**src/rtl/systolic_feeder_pkg.sv**
```systemverilog
// ---------------------------------------------------------------------------
// systolic_feeder_pkg : shared types and constants for the systolic feeder
// Rev 1.0
// ---------------------------------------------------------------------------
`default_nettype none

package systolic_feeder_pkg;

  localparam int PE_DATA_W = 8;
  localparam int ARR_DIM   = 4;

  localparam int FEED_LEN  = 2 * ARR_DIM - 1;
  localparam int FLUSH_LEN = ARR_DIM - 1;
  localparam int DRAIN_LEN = ARR_DIM;

  // Wide enough for the longest phase (FEED).
  localparam int CNT_W = $clog2(FEED_LEN);

  typedef enum logic [2:0] {
    S_IDLE  = 3'd0,
    S_FEED  = 3'd1,
    S_FLUSH = 3'd2,
    S_DRAIN = 3'd3,
    S_DONE  = 3'd4
  } state_e;

endpackage

`default_nettype wire

```
**src/rtl/systolic_feeder_skew_lane.sv**
```systemverilog
// ---------------------------------------------------------------------------
// systolic_feeder_skew_lane : registered per-lane skew selector (skew_lane)
// Rev 1.0
// ---------------------------------------------------------------------------
`default_nettype none

module systolic_feeder_skew_lane
  import systolic_feeder_pkg::*;
#(
  parameter int N    = PE_DATA_W,
  parameter int DIM  = ARR_DIM,
  parameter int LANE = 0
) (
  input  logic                   clk,
  input  logic                   rst,
  input  logic                   en_i,
  input  logic [CNT_W-1:0]       t_i,
  input  logic [DIM-1:0][N-1:0]  elems_i,
  output logic [N-1:0]           data_o
);

  localparam int IW = $clog2(DIM);

  logic [CNT_W-1:0] rel;
  logic             hit;
  logic [N-1:0]     data_d;
  logic [N-1:0]     data_q;

  // Lane LANE is delayed by LANE cycles; element index is t - LANE.
  assign rel = t_i - CNT_W'(LANE);
  assign hit = en_i && (t_i >= CNT_W'(LANE)) && (rel < CNT_W'(DIM));

  always_comb begin
    data_d = '0;
    if (hit) begin
      data_d = elems_i[rel[IW-1:0]];
    end
  end

  always_ff @(posedge clk or posedge rst) begin
    if (rst) begin
      data_q <= '0;
    end else begin
      data_q <= data_d;
    end
  end

  assign data_o = data_q;

endmodule

`default_nettype wire

```
**src/rtl/systolic_feeder.sv**
```systemverilog
// ---------------------------------------------------------------------------
// systolic_feeder : stores A/B and streams them skewed into a 4x4 PE array
// Optional macro: FEEDER_DOUBLE_BUF_EN (shadow + active store banks). Rev 1.0
// ---------------------------------------------------------------------------
`default_nettype none

module systolic_feeder
  import systolic_feeder_pkg::*;
#(
  parameter int N   = PE_DATA_W,
  parameter int DIM = ARR_DIM
) (
  input  logic         clk,
  input  logic         rst,
  input  logic         wr_en,
  input  logic         wr_sel,
  input  logic [3:0]   wr_addr,
  input  logic [N-1:0] wr_data,
  input  logic         start,
  output logic         busy,
  output logic         done,
  output logic [N-1:0] row_0,
  output logic [N-1:0] row_1,
  output logic [N-1:0] row_2,
  output logic [N-1:0] row_3,
  output logic [N-1:0] col_0,
  output logic [N-1:0] col_1,
  output logic [N-1:0] col_2,
  output logic [N-1:0] col_3,
  output logic         output_sign
);

  state_e           state_q, state_d;
  logic [CNT_W-1:0] cnt_q, cnt_d;
  logic             start_acc;
  logic             feed_d;

  logic [DIM*DIM-1:0][N-1:0] a_q, a_d;
  logic [DIM*DIM-1:0][N-1:0] b_q, b_d;
`ifdef FEEDER_DOUBLE_BUF_EN
  logic [DIM*DIM-1:0][N-1:0] sa_q, sa_d;
  logic [DIM*DIM-1:0][N-1:0] sb_q, sb_d;
`endif

  logic [DIM-1:0][N-1:0] row_w;
  logic [DIM-1:0][N-1:0] col_w;

  assign start_acc = start && (state_q == S_IDLE);

  always_comb begin
    state_d = state_q;
    cnt_d   = cnt_q;
    case (state_q)
      S_IDLE: begin
        if (start) begin
          state_d = S_FEED;
          cnt_d   = '0;
        end
      end
      S_FEED: begin
        if (cnt_q == CNT_W'(FEED_LEN - 1)) begin
          state_d = S_FLUSH;
          cnt_d   = '0;
        end else begin
          cnt_d = cnt_q + CNT_W'(1);
        end
      end
      S_FLUSH: begin
        if (cnt_q == CNT_W'(FLUSH_LEN - 1)) begin
          state_d = S_DRAIN;
          cnt_d   = '0;
        end else begin
          cnt_d = cnt_q + CNT_W'(1);
        end
      end
      S_DRAIN: begin
        if (cnt_q == CNT_W'(DRAIN_LEN - 1)) begin
          state_d = S_DONE;
          cnt_d   = '0;
        end else begin
          cnt_d = cnt_q + CNT_W'(1);
        end
      end
      S_DONE: begin
        state_d = S_IDLE;
        cnt_d   = '0;
      end
      default: begin
        state_d = S_IDLE;
        cnt_d   = '0;
      end
    endcase
  end

  // Lanes read the next-state store so a same-edge write is visible at t=0.
  always_comb begin
    a_d = a_q;
    b_d = b_q;
`ifdef FEEDER_DOUBLE_BUF_EN
    sa_d = sa_q;
    sb_d = sb_q;
    if (wr_en) begin
      if (wr_sel) begin
        sb_d[wr_addr] = wr_data;
      end else begin
        sa_d[wr_addr] = wr_data;
      end
    end
    if (start_acc) begin
      a_d = sa_d;
      b_d = sb_d;
    end
`else
    if (wr_en && (state_q == S_IDLE)) begin
      if (wr_sel) begin
        b_d[wr_addr] = wr_data;
      end else begin
        a_d[wr_addr] = wr_data;
      end
    end
`endif
  end

  always_ff @(posedge clk or posedge rst) begin
    if (rst) begin
      state_q <= S_IDLE;
      cnt_q   <= '0;
      a_q     <= '0;
      b_q     <= '0;
`ifdef FEEDER_DOUBLE_BUF_EN
      sa_q    <= '0;
      sb_q    <= '0;
`endif
    end else begin
      state_q <= state_d;
      cnt_q   <= cnt_d;
      a_q     <= a_d;
      b_q     <= b_d;
`ifdef FEEDER_DOUBLE_BUF_EN
      sa_q    <= sa_d;
      sb_q    <= sb_d;
`endif
    end
  end

  assign feed_d = (state_d == S_FEED);

  for (genvar i = 0; i < DIM; i++) begin : g_lane
    logic [DIM-1:0][N-1:0] row_elems;
    logic [DIM-1:0][N-1:0] col_elems;

    for (genvar k = 0; k < DIM; k++) begin : g_elem
      assign row_elems[k] = a_d[i*DIM + k];
      assign col_elems[k] = b_d[k*DIM + i];
    end

    systolic_feeder_skew_lane #(
      .N    (N),
      .DIM  (DIM),
      .LANE (i)
    ) u_row (
      .clk     (clk),
      .rst     (rst),
      .en_i    (feed_d),
      .t_i     (cnt_d),
      .elems_i (row_elems),
      .data_o  (row_w[i])
    );

    systolic_feeder_skew_lane #(
      .N    (N),
      .DIM  (DIM),
      .LANE (i)
    ) u_col (
      .clk     (clk),
      .rst     (rst),
      .en_i    (feed_d),
      .t_i     (cnt_d),
      .elems_i (col_elems),
      .data_o  (col_w[i])
    );
  end

  assign busy        = (state_q != S_IDLE);
  assign done        = (state_q == S_DONE);
  assign output_sign = (state_q == S_DRAIN);

  assign row_0 = row_w[0];
  assign row_1 = row_w[1];
  assign row_2 = row_w[2];
  assign row_3 = row_w[3];
  assign col_0 = col_w[0];
  assign col_1 = col_w[1];
  assign col_2 = col_w[2];
  assign col_3 = col_w[3];

endmodule

`default_nettype wire

```
**config.mk**
```make
export PLATFORM = sky130hd
export DESIGN_NAME = systolic_feeder
export DESIGN_NICKNAME = d
export VERILOG_FILES = /design/src/rtl/systolic_feeder_pkg.sv /design/src/rtl/systolic_feeder_skew_lane.sv /design/src/rtl/systolic_feeder.sv
export SDC_FILE = /design/constraint.sdc
export NUM_CORES = 1
export LEC_CHECK = 0
export CORE_MARGIN = 4
export CORE_UTILIZATION = 55
export CTS_CLUSTER_SIZE = 12
export DETAILED_ROUTE_END_ITERATION = 12
export PLACE_DENSITY = 0.74
export SLEW_MARGIN = 20
export SYNTH_ARGS = -nofsm -noshare
export SYNTH_HDL_FRONTEND = slang
export SYNTH_SLANG_ARGS = --single-unit
```
**constraint.sdc**
```tcl
create_clock -name clk -period 17.5 [get_ports clk]
set_clock_uncertainty 0.15 [all_clocks]
set_input_delay 4.375 -clock clk [delete_from_list [all_inputs] [get_ports clk]]
set_output_delay 4.375 -clock clk [all_outputs]
set_load 0.1 [all_outputs]
```
# Yosys cells after proc, flatten, opt, wreduce, memory -nomap -nowiden
# Index checks and enable logic that the tools add are counted.
[totals]
inputBits = 17
ff_bits = 326
output_inout_bits = 67
word_cells = 122
[op_classes]
reduce_logical = 12
n_addsub = 4
muxes = 42
n_eq_ne = 8
magnitude_cmp = 14
[op_table]
columns = ["op", "count"]
rows = [
  ["128-bit 2-to-1 mux", 4],
  ["128-bit bitwise mux", 2],
  ["8-bit 2-to-1 mux", 17],
  ["8-bit binary-select mux with 2-bit select", 8],
  ["8-bit demux with 4-bit select", 1],
  ["3-bit 2-to-1 mux", 8],
  ["3-bit case mux with 4 select lines", 2],
  ["3-bit by 2-bit == test with 1-bit output, second input constant", 4],
  ["2-bit by 3-bit less-than comparator with 1-bit output, second input constant", 4],
  ["3-bit less-than comparator, second input constant", 4],
  ["1-bit logical AND", 10],
  ["3-bit by 1-bit == test with 1-bit output, second input constant", 2],
  ["3-bit == test, second input constant", 2],
  ["3-bit by 1-bit greater-or-equal comparator with 1-bit output, second input constant", 2],
  ["3-bit by 2-bit greater-or-equal comparator with 1-bit output, second input constant", 2],
  ["3-bit by 2-bit subtractor with 3-bit output, second input constant", 2],
  ["4-bit by 5-bit less-than comparator with 1-bit output, second input constant", 1],
  ["4-bit by 1-bit greater-or-equal comparator with 1-bit output, second input constant", 1],
  ["3-bit by 1-bit adder with 3-bit output, second input constant", 1],
  ["3-bit zero test", 1],
  ["3-bit nonzero test", 1],
  ["3-bit by 1-bit subtractor with 3-bit output, second input constant", 1],
]

# Longest topological paths before layout
# Gate-level depths: netlist (run 1).
[logic_depth]
ltp_word = 10
mapped_depth = 16
depth_no_buf = 12

# Modules after synthesis
# From an unflattened synthesis (run 1), not the netlist that was laid out.
[hier_totals]
cells_unflattened = 932
hier_area_um2 = 14565.2
[by_module_without_submodules]
columns = ["module", "instances", "cells_each", "area_per_inst_um2", "seq_area_each_um2"]
rows = [
  ["systolic_feeder", 1, 654, 10466.3, 6556.3],
  ["systolic_feeder_skew_lane at g_lane[1].u_col ...", 2, 33, 551.8, 200.2],
  ["systolic_feeder_skew_lane at g_lane[2].u_col ...", 2, 36, 536.8, 200.2],
  ["systolic_feeder_skew_lane at g_lane[3].u_col ...", 2, 32, 494.2, 200.2],
  ["systolic_feeder_skew_lane at g_lane[0].u_col ...", 2, 38, 466.7, 200.2],
]

# Least setup slack after synthesis (run 1)
# Ideal clock, no wire load.
[synth_timing]
path_kind = "input-to-reg"
start = "input start"
end = "register g_lane[2].u_row.data_q[5]"
path_slack_ns = 10.442
arrival_time_ns = 6.813
n_path_buf = 3
path_stages = 11
path_cell_list = "nor4_1 > nand2_1 > o21ai_2 > inv_2 > clkbuf_1 > clkbuf_1 > ha_1 > a2111oi_2 > clkbuf_1 > o311ai_1 > o32ai_2"
[synth_between]
elab_chain_cells = 6
[synth_rtl]
columns = ["element", "line_no", "source"]
rows = [
  ["from (decl)", "systolic_feeder.sv:19", "input logic start,"],
  ["3-bit 2-to-1 mux", "systolic_feeder.sv:55", "if (start) begin"],
  ["3-bit case mux with 4 select lines", "systolic_feeder.sv:53", "case (state_q)"],
  ["3-bit by 2-bit subtractor with 3-bit output (tied with other cells)", "systolic_feeder_skew_lane.sv:30", "assign rel = t_i - CNT_W'(LANE);"],
  ["3-bit less-than comparator (tied with other cells)", "systolic_feeder_skew_lane.sv:31", "assign hit = en_i && (t_i >= CNT_W'(LANE)) && (rel < CNT_W'(DIM));"],
  ["1-bit logical AND or 8-bit 2-to-1 mux (tied branches)", "systolic_feeder_skew_lane.sv:31, systolic_feeder_skew_lane.sv:36", ""],
  ["8-bit 2-to-1 mux (*)", "systolic_feeder_skew_lane.sv:35", "if (hit) begin"],
  ["net g_lane[2].u_row.data_d[5]", "systolic_feeder_skew_lane.sv:26", "logic [N-1:0] data_d;"],
  ["to (signal assigned)", "systolic_feeder_skew_lane.sv:44", "data_q <= data_d;"],
  ["to (decl)", "systolic_feeder_skew_lane.sv:27", "logic [N-1:0] data_q;"],
]
# Mark *: on every way through the listed nets, which the timed path passes. The rest lies on a longest branch. The select of a mux whose other input is x is not followed.

# Worst setup path in the final report (run 1)
[layout_timing]
start = "input start"
end = "register g_lane[1].u_col.data_q[6]"
[layout_between]
elab_chain_cells = 6
[layout_rtl]
columns = ["element", "line_no"]
rows = [
  ["3-bit 2-to-1 mux", "systolic_feeder.sv:55"],
  ["3-bit case mux with 4 select lines", "systolic_feeder.sv:53"],
  ["3-bit by 1-bit subtractor with 3-bit output (tied with other cells)", "systolic_feeder_skew_lane.sv:30"],
  ["3-bit less-than comparator (tied with other cells)", "systolic_feeder_skew_lane.sv:31"],
  ["1-bit logical AND or 8-bit 2-to-1 mux (tied branches)", "systolic_feeder_skew_lane.sv:31, systolic_feeder_skew_lane.sv:36"],
  ["8-bit 2-to-1 mux (*)", "systolic_feeder_skew_lane.sv:35"],
  ["net g_lane[1].u_col.data_d[6]", "systolic_feeder_skew_lane.sv:26"],
  ["to (signal assigned)", "systolic_feeder_skew_lane.sv:44"],
  ["to (decl)", "systolic_feeder_skew_lane.sv:27"],
]
# Marked as above.

==> results of run 1 <==
==> worst register-to-register path, cell delays in order (launching register included) <==
cell and delay [ns]:
dfrtp_1 0.41, ha_1 0.22, ha_1 0.23, and3_1 0.17
a2111oi_2 0.45, inv_2 0.08, o21ai_4 0.12, buf_4 0.60
inv_2 0.09, buf_4 0.39, ha_1 0.36, o211ai_1 0.21
nand3b_2 0.36, nor3_1 0.33
==> power groups by stage <==
stage	clock [mW]	sequential, mW	combinational [mW]
after floorplan	0	1.26	0.925
after global placement	0	1.03	1.46
after detailed placement	0	1.04	1.49
after CTS	0.709	1.03	1.50
after global routing	0.742	1.04	1.63
final	0.698	1.03	1.50
==> layout by cell type, fill, tap and decap left out, types with 29 or more instances in the layout <==
cell type / count
dfrtp_1: 326
mux2_2: 223
nor3_1: 97
clkdlybuf4s50_1: 83
o22ai_1: 45
nor2_1: 38
clkbuf_16: 37
nand2_1: 35
or3_1: 34
mux2_1: 29
o31ai_1: 29
==> routing by layer <==
layer  part of all wire (%)  GRT usage (%)  wire [um]
met5                  0.038              0         13
met1                     46           34.7      15400
met2                     47           37.6      16000
met3                    4.9           3.68       1650
met4                    2.1           5.96        717
==> how the worst max path moves through the flow <==
stage,depth (start not counted),startpoint,to
global route,11,start,g_lane[1].u_col.data_o[2]$_DFF_PP0_
floorplan,1,rst,a_q[0]$_DFF_PP0_
global placement,11,start,g_lane[1].u_col.data_o[1]$_DFF_PP0_
CTS,11,start,g_lane[1].u_col.data_o[6]$_DFF_PP0_
detailed placement,11,start,g_lane[1].u_col.data_o[6]$_DFF_PP0_
finish,11,start,g_lane[1].u_col.data_o[6]$_DFF_PP0_
==> registers in the layout, indices dropped and copies added (netlist names) <==
register	cells
a_q	128
b_q	128
cnt_q	3
g_lane.u_col.data_o	32
g_lane.u_row.data_o	32
state_q	3
==> metrics by stage <==
step	power [mW]	std cells	setup slack, ns	util (%)	hold WS (ns)
2_1_floorplan	2.19	1161	3.95	-	0.303
3_3_place_gp	2.49	1509	9.43	60.0	0.311
3_5_place_dp	2.52	1509	9.34	60.0	0.319
4_1_cts	3.23	1566	9.82	64.1	0.332
5_1_grt	3.42	1567	9.52	64.3	0.342
6_report	3.22	1567	9.84	64.3	0.329
==> cell type report <==
| class | instances | share of cell area [%] |
|---|---|---|
| Sequential cell | 326 | 48.6 |
| Multi-Input combinational cell | 725 | 36.0 |
| Clock buffer | 55 | 6.33 |
| Timing Repair Buffer | 104 | 6.08 |
| Clock inverter | 2 | 0.0596 |
| Tap cell | 335 | 2.50 |
| Inverter | 20 | 0.492 |
==> cells by family (layout without fill, tap and decap cells) <==
kind of cell               count (synthesis)  in the layout  synth area share (%)
xor gates and xnor gates                   3              3                 0.179
DFF                                      326            326                  55.7
muxes                                    262            262                  20.1
AOI/OAI and AO/OA                        196            196                  10.4
buffers and inverters                    110            181                  3.22
adders and majority gates                 10             10                 0.854
and+or+nand+nor                          254            254                  9.49
==> out/results.ini, run 1 <==
[power_and_ir_drop]
p_comb_share_pct = 46.4
power_frac_seq_pct = 31.9
powerDensity_nw_per_um2 = 192
ir_drop_mv = 0.145
power.internal_mw = 1.88
switching_share_pct = 41.5
p_leak_nw = 7.73
power_frac_clock_pct = 21.7
switchingPower_mw = 1.34

[timing]
hold_viol = 0
period_minus_slack_ns = 7.66
slew_headroom_pct = 33.7
fin_crit_sh_pct = 43.8
fin_tns_setup_ns = 0
tightest_slew_ns = 0.991
drv_slew = 0
max_freq_mhz = 131
rsz0062_at_grt = no
finalSetupViolations = 0

[cts]
h-tree-depth = 2
root_buffer = clkbuf_16
cts_buffers = 36
ctsLongestPathBuffers = 3
cts_setup_buffers = 0
clkTransAtPathRegs_ns = 0.06
clock_latency_ns = 0.51
cts_resized = 0
hold_buffers = 0
cts_tree = built
clkSinkCount = 326

[critical_path]
r2r_start = cnt_q[1]$_DFF_PP0_
worstSetupEndpointType = register
crit_path_start_kind = primary input
crit_slowest_cell = buf_4
cpMostUsedCell = buf_4
worst-path-buf-inv = 4
worstPathRequired_ns = 17.75
worst_r2r_path_depth = 13
path_delay_family = buffers and inverters
crit_fanout = 70
critical_path_class = primary input to register
r2r-end = g_lane[1].u_col.data_o[6]$_DFF_PP0_
max_stage_delay_ns = 0.60
cp_data_arrival_time_ns = 7.91
rrSetupSlack_ns = 13.23
crit_chain = clkdlybuf4s50_1 -> nor4_1 -> nand2_1 -> o21ai_4 -> buf_4 -> inv_2 -> buf_4 -> ha_1 -> o211ai_1 -> nand3b_2 -> nor3_1

[yosys]
synth_top_area_cell = dfrtp_1
yosysMostFrequentCell = dfrtp_1
syn_area_per_cell_sq_um = 12.6
yosysWarnings = 0
yosysTopAreaCellShare_pct = 55.7
ys_seq_area_share_pct = 55.7
ys_seq_elements = 326
yosys_most_used_dff = dfrtp_1
synth_area_sq_um = 14700
async_flop_share_pct = 100
ys_types = 60
synthTopCellsByCount = 326 x dfrtp_1, 223 x mux2_2, 97 x nor3_1
synth_area_leaders = dfrtp_1 56%, mux2_2 17%, nor3_1 3.3%
synth_edf_count = 0
synth_cells = 1161
syn_nets = 1188

[cells_and_area]
n_antenna_cell = 0
drive_above_1_share_pct = 26.9
nFillCells = 2019
nets = 1240
syn2layout_area_growth_pct = 14.6
final_area_sq_um = 16800
multi_input_area_sq_um = 6040
seqCellArea_sq_um = 8160

[outcome]
status = complete, no violations

[floorplanning]
core_region_area_sq_um = 26100
fp.dieArea_sq_um = 29300
initial_core_util_pct = 56.1
ios = 84
die_w_um = 171
die_h_um = 171
num_rows = 59

[worst_hold_path]
hold_path_end = a_q[4]$_DFF_PP0_
hold_depth = 1
worstHoldStart = a_q[4]$_DFF_PP0_
min_path_type = register to register

[drt]
totalWireLength_mm = 33.9
antenna_left = 0
first_iter_violations = 703
drt-wirelength-per-cell_um = 21.6
viasPerCell = 6.23
drc = 0
vias = 9756
drt_pass1_iterations = 4

[placement]
routabilityCongestion = 0.799
dpl-instance-area_sq_um = 15700
hpwl_mm = 20.0
io_buffers = 83

[job]
max_cap_viol_count = 0

[grt]
antenna_found_initial = 1
first_global_vias = 10300
grt_pass1_wl_mm = 55.9
overflow = 0
grt_start_max_net_pins = 193
grt_usage_pct = 23.7

Note: power is estimated with default switching activity, not from simulation.
==> run 2, diff against run 1 <==
Clock period 17.5 ns to 7.43 ns, I/O delays scaled along.
==> run 2 against run 1 <==
Sequential share of layout area down 0.22 points. Cell count barely moved. Via count down 0.73%. Clock power rose by 150%. Sequential cell count unchanged. Sequential power grew 130%. Count of clock-buffer cells in the layout rose by 1. Register-to-register slack got worse by 10 ns. Utilization is 0.29 points higher. Worst setup slack got worse by 7.5 ns. First-iteration DRC count increased by 0.57%. Largest cell class unchanged. Largest power group unchanged.
==> out/results.ini, run 2 (synthesized netlist as in run 1, its figures left out) <==
[outcome]
status = complete, no violations  ; unchanged

[timing]
tightest_slew_ns = 1.01  ; was 0.991 ns
max_freq_mhz = 197
rsz0062_at_grt = no  ; unchanged
slew_headroom_pct = 32.0  ; was 33.7%
finalSetupViolations = 0  ; unchanged
hold_viol = 0  ; unchanged
drv_slew = 0  ; unchanged
period_minus_slack_ns = 5.09
fin_tns_setup_ns = 0  ; unchanged
fin_crit_sh_pct = 68.5

[critical_path]
cp_data_arrival_time_ns = 5.35  ; was 7.91 ns
worstSetupEndpointType = register  ; unchanged
critical_path_class = primary input to register  ; unchanged
worstPathRequired_ns = 7.69  ; was 17.75 ns
r2r_start = cnt_q[1]$_DFF_PP0_  ; unchanged
crit_fanout = 64  ; was 70
rrSetupSlack_ns = 3.18  ; was 13.23 ns
r2r-end = g_lane[2].u_col.data_o[7]$_DFF_PP0_  ; was g_lane[1].u_col.data_o[6]$_DFF_PP0_
worst_r2r_path_depth = 11  ; was 13
crit_path_start_kind = primary input  ; unchanged

[cells_and_area]
final_area_sq_um = 16900  ; was 16800 sq um
final_common_cell = dfrtp_1  ; unchanged
syn2layout_area_growth_pct = 15.1  ; was 14.6%
layout_common_cells = 326 x dfrtp_1, 223 x mux2_2, 97 x nor3_1, 83 x clkdlybuf4s50_1, 45 x o22ai_1  ; unchanged
drive_above_1_share_pct = 27.2  ; was 26.9%
nFillCells = 1985  ; was 2019
reg_top3 = a_q: 128 flops, b_q: 128 flops  ; unchanged
n_antenna_cell = 0  ; unchanged
nets = 1239  ; was 1240

[cts]
clkSinkCount = 326  ; unchanged
cts_buffers = 36  ; unchanged
hold_buffers = 0  ; unchanged
ctsLongestPathBuffers = 3  ; unchanged
h-tree-depth = 2  ; unchanged
clkTransAtPathRegs_ns = 0.05  ; was 0.06 ns
cts_setup_buffers = 0  ; unchanged
clock_latency_ns = 0.51  ; about the same
root_buffer = clkbuf_16  ; unchanged
cts_resized = 0  ; unchanged
cts_tree = built  ; unchanged

[worst_hold_path]
worstHoldStart = a_q[2]$_DFF_PP0_  ; was a_q[4]$_DFF_PP0_
hold_path_end = a_q[2]$_DFF_PP0_  ; was a_q[4]$_DFF_PP0_
hold_depth = 1  ; unchanged
min_path_type = register to register  ; unchanged

[drt]
totalWireLength_mm = 33.7  ; was 33.9 mm
viasPerCell = 6.18  ; was 6.23
first_iter_violations = 707  ; was 703
vias = 9685  ; was 9756
drc = 0  ; unchanged
drt-wirelength-per-cell_um = 21.5  ; was 21.6 um
drt_pass1_iterations = 5  ; was 4
antenna_left = 0  ; unchanged

[floorplanning]
initial_core_util_pct = 56.1  ; unchanged
num_rows = 59  ; unchanged
die_w_um = 171  ; unchanged
fp.dieArea_sq_um = 29300  ; unchanged
die_h_um = 171  ; unchanged
core_region_area_sq_um = 26100  ; unchanged
ios = 84  ; unchanged

[placement]
hpwl_mm = 20.2  ; was 20.0 mm
io_buffers = 83  ; unchanged
routabilityCongestion = 0.818  ; was 0.799
dpl-instance-area_sq_um = 15700  ; about the same

[power_and_ir_drop]
powerDensity_nw_per_um2 = 455  ; was 192 nW/um^2
p_leak_nw = 7.76  ; was 7.73 nW
ir_drop_mv = 0.318  ; was 0.145 mV

[grt]
grt_usage_pct = 23.4  ; was 23.7%
overflow = 0  ; unchanged
grt_start_max_net_pins = 193  ; unchanged
first_global_vias = 9871  ; was 10300
antenna_found_initial = 1  ; unchanged
grt_pass1_wl_mm = 54.9  ; was 55.9 mm

[job]
max_cap_viol_count = 0  ; unchanged

## run 2: layout make-up
cell class	count	area, sq um	share of cell area [%]
sequential	326	8160	48.4
multi-input combinational	725	6030	35.8
clock buffer	56	1090	6.45
timing repair buffer	103	1030	6.08
tap	335	419	2.48
inverter	20	78.8	0.467
clock inverter	3	65.1	0.386
## run 2: power breakdown
part           internal (mW)  total [mW]  switching (mW)
Sequential              2.22        2.42           0.201
Clock                   1.07        1.74           0.673
Combinational           1.24        3.53            2.28
## run 2: metal layers
| layer | GRT usage [%] | vias to the layer above | share of wire [%] |
|---|---|---|---|
| met5 | 0 | - | 0.033 |
| met4 | 4.99 | 2 | 1.7 |
| met3 | 3.84 | 53 | 4.7 |
| met2 | 37.5 | 233 | 48 |
| met1 | 34.1 | 4996 | 46 |
| li1 | - | 4401 | - |
## run 2: how the worst max path moves through the flow
stage	from	to	slack (ns)	depth (start not counted)
2_1_floorplan	rst	a_q[0]$_DFF_PP0_	1.07	1
3_3_place_gp	start	g_lane[2].u_col.data_o[7]$_DFF_PP0_	2.01	9
3_5_place_dp	start	g_lane[2].u_row.data_o[1]$_DFF_PP0_	1.93	8
4_1_cts	start	g_lane[2].u_col.data_o[7]$_DFF_PP0_	2.35	9
5_1_grt	start	g_lane[2].u_col.data_o[7]$_DFF_PP0_	2.04	9
6_report	start	g_lane[2].u_col.data_o[7]$_DFF_PP0_	2.34	9
## run 2: worst max-delay path, stage by stage
cell and delay, ns:
clkdlybuf4s50_1 0.49, nor4_1 0.44, nand2_1 0.18, o21ai_4 0.09, buf_4 0.62, ha_1 0.40
nor4_2 0.82, o31ai_1 0.21, o22ai_1 0.21
## run 2: stage by stage
step                worst slack (ns)  utilization (%)  hold WS, ns  cells  total power, mW
finish                          2.34             64.6        0.329   1568             7.68
global route                    2.04             64.6        0.340   1568             8.11
CTS                             2.35             64.4        0.331   1567             7.70
detailed placement              1.93             60.0        0.319   1508             5.93
global placement                2.01             60.0        0.312   1508             5.84
floorplan                       1.07                -        0.303   1161             5.16
==> run 3, diff against run 2 <==
Settings changed: CORE_UTILIZATION 55 to 54, PLACE_DENSITY 0.74 to 0.76.
Clock period 7.43 ns to 4.6 ns, I/O delays scaled along.
==> run 3 against run 2 <==
Highest routed layer is now met4. Critical path type is now register to primary output. Count of clock-buffer cells in the layout down 2. Die area grew 1.8%. Utilization is 1.2 points lower.
==> out/results.ini, run 3 (synthesized netlist as in run 1, its figures left out) <==
[timing]
hold_viol = 0  ; unchanged
fin_tns_setup_ns = 0  ; unchanged
max_freq_mhz = 254
tightest_slew_ns = 1.12  ; was 1.01 ns
period_minus_slack_ns = 3.93
rsz0062_at_grt = no  ; unchanged
fin_crit_sh_pct = 85.5
drv_slew = 0  ; unchanged
finalSetupViolations = 0  ; unchanged
slew_headroom_pct = 25.3  ; was 32.0%

[drt]
drc = 0  ; unchanged
antenna_left = 0  ; unchanged
first_iter_violations = 755  ; was 707
drt-wirelength-per-cell_um = 21.4  ; was 21.5 um
totalWireLength_mm = 34.3  ; was 33.7 mm
vias = 9922  ; was 9685
drt_pass1_iterations = 5  ; unchanged
viasPerCell = 6.19  ; was 6.18

[critical_path]
max_stage_delay_ns = 1.17  ; was 0.82 ns
crit_path_start_kind = register  ; was primary input
endpoint = output_sign  ; was g_lane[2].u_col.data_o[7]$_DFF_PP0_
cp_data_arrival_time_ns = 2.63  ; was 5.35 ns
worst-path-buf-inv = 1  ; was 2
crit_chain = and3b_1 -> clkdlybuf4s50_1  ; was clkdlybuf4s50_1 -> nor4_1 -> nand2_1 -> o21ai_4 -> buf_4 -> ha_1 -> nor4_2 -> o31ai_1 -> o22ai_1
worstSetupEndpointType = primary output  ; was register
crit_cells = 2  ; was 9
rrSetupSlack_ns = 1.07  ; was 3.18 ns
crit_slowest_cell = clkdlybuf4s50_1  ; was nor4_2
crit_fanout = 14  ; was 64
r2r_start = cnt_q[2]$_DFF_PP0_  ; was cnt_q[1]$_DFF_PP0_
worstPathRequired_ns = 3.30  ; was 7.69 ns
worst_r2r_path_depth = 10  ; was 11
startpoint = state_q[1]$_DFF_PP0_  ; was start
critical_path_class = register to primary output  ; was primary input to register
path_delay_family = buffers and inverters  ; was simple AND/OR/NAND/NOR gates
r2r-end = g_lane[2].u_row.data_o[7]$_DFF_PP0_  ; was g_lane[2].u_col.data_o[7]$_DFF_PP0_

[power_and_ir_drop]
total_power_mw = 12.4  ; was 7.68 mW
power_frac_seq_pct = 31.4  ; was 31.5%
power.internal_mw = 7.27  ; was 4.52 mW
p_leak_nw = 7.87  ; was 7.76 nW
power_frac_clock_pct = 21.3  ; was 22.6%
switchingPower_mw = 5.14  ; was 3.16 mW
ir_drop_mv = 0.556  ; was 0.318 mV
p_comb_share_pct = 47.2  ; was 45.9%
switching_share_pct = 41.4  ; was 41.1%
powerDensity_nw_per_um2 = 730  ; was 455 nW/um^2

[cells_and_area]
final_common_cell = dfrtp_1  ; unchanged
drive_above_1_share_pct = 28.4  ; was 27.2%
nets = 1270  ; was 1239
multi_input_area_sq_um = 6030  ; about the same
reg_top3 = a_q: 128 flops, b_q: 128 flops  ; unchanged
final_area_sq_um = 17000  ; was 16900 sq um
layout_common_cells = 326 x dfrtp_1, 223 x mux2_2, 97 x nor3_1, 82 x clkdlybuf4s50_1, 51 x buf_4  ; was 326 x dfrtp_1, 223 x mux2_2, 97 x nor3_1, 83 x clkdlybuf4s50_1, 45 x o22ai_1
final_cells = 1603  ; was 1568
nFillCells = 2024  ; was 1985
n_antenna_cell = 0  ; unchanged
seqCellArea_sq_um = 8160  ; unchanged
syn2layout_area_growth_pct = 16.0  ; was 15.1%

[floorplanning]
die_w_um = 173  ; was 171 um
core_region_area_sq_um = 26800  ; was 26100 sq um
ios = 84  ; unchanged
initial_core_util_pct = 54.7  ; was 56.1%
fp.dieArea_sq_um = 29800  ; was 29300 sq um
die_h_um = 173  ; was 171 um
num_rows = 60  ; was 59

[worst_hold_path]
min_path_type = register to register  ; unchanged

[grt]
grt_start_max_net_pins = 182  ; was 193
grt_usage_pct = 22.8  ; was 23.4%
grt_pass1_wl_mm = 55.9  ; was 54.9 mm
overflow = 0  ; unchanged
first_global_vias = 10200  ; was 9871
antenna_found_initial = 0  ; was 1

[placement]
dpl-instance-area_sq_um = 15900  ; was 15700 sq um
io_buffers = 83  ; unchanged
place_inst = 1547  ; was 1508
routabilityCongestion = 0.858  ; was 0.818
hpwl_mm = 22.0  ; was 20.2 mm

[cts]
cts_tree = built  ; unchanged
hold_buffers = 0  ; unchanged
cts_setup_buffers = 0  ; unchanged
clkTransAtPathRegs_ns = 0.06  ; was 0.05 ns
ctsLongestPathBuffers = 3  ; unchanged
root_buffer = clkbuf_16  ; unchanged
cts_buffers = 35  ; was 36
h-tree-depth = 2  ; unchanged
clock_latency_ns = 0.50  ; was 0.51 ns
cts_resized = 0  ; unchanged
clkSinkCount = 326  ; unchanged

[outcome]
status = complete, no violations  ; unchanged

[job]
max_cap_viol_count = 0  ; unchanged

-- run 3: cell type report --
type,count,share of cell area (%)
repair buffers,135,7.32
clock buffers,54,6.00
well taps,341,2.51
clock inverters,2,0.206
multi-input cells,725,35.5
inverters,20,0.464
flip-flops and latches,326,48.0
-- run 3: power groups by stage --
stage | Clock [mW] | Combinational (mW) | Sequential, mW
6_report | 2.64 | 5.86 | 3.90
5_1_grt | 2.81 | 6.30 | 3.98
4_1_cts | 2.69 | 5.85 | 3.91
3_5_place_dp | 0 | 5.81 | 3.95
3_3_place_gp | 0 | 5.72 | 3.92
2_1_floorplan | 0 | 3.52 | 4.81
-- run 3: per-stage QoR --
stage / util, % / hold slack, ns / setup WS (ns)
global route: 63.4 / 0.348 / 0.600
finish: 63.4 / 0.333 / 0.668
global placement: 59.5 / 0.312 / 0.398
floorplan: - / 0.303 / -1.05
CTS: 63.4 / 0.334 / 0.663
detailed placement: 59.5 / 0.321 / 0.319
-- run 3: worst min path at each step --
| stage | from | endpoint | slack (ns) | cells after the start |
|---|---|---|---|---|
| global route | a_q[1]$_DFF_PP0_ | a_q[1]$_DFF_PP0_ | 0.35 | 1 |
| detailed placement | a_q[1]$_DFF_PP0_ | a_q[1]$_DFF_PP0_ | 0.32 | 1 |
| floorplan | a_q[0]$_DFF_PP0_ | a_q[0]$_DFF_PP0_ | 0.30 | 1 |
| global placement | a_q[0]$_DFF_PP0_ | a_q[0]$_DFF_PP0_ | 0.31 | 1 |
| CTS | a_q[1]$_DFF_PP0_ | a_q[1]$_DFF_PP0_ | 0.33 | 1 |
| finish | a_q[3]$_DFF_PP0_ | a_q[3]$_DFF_PP0_ | 0.33 | 1 |
-- run 3: metal layers --
layer	GRT usage [%]	vias up	wire [um]
met5	0	-	0
li1	-	4473	-
met1	32.3	5133	15500
met3	3.28	65	1400
met4	6.25	0	816
met2	37.4	251	16600
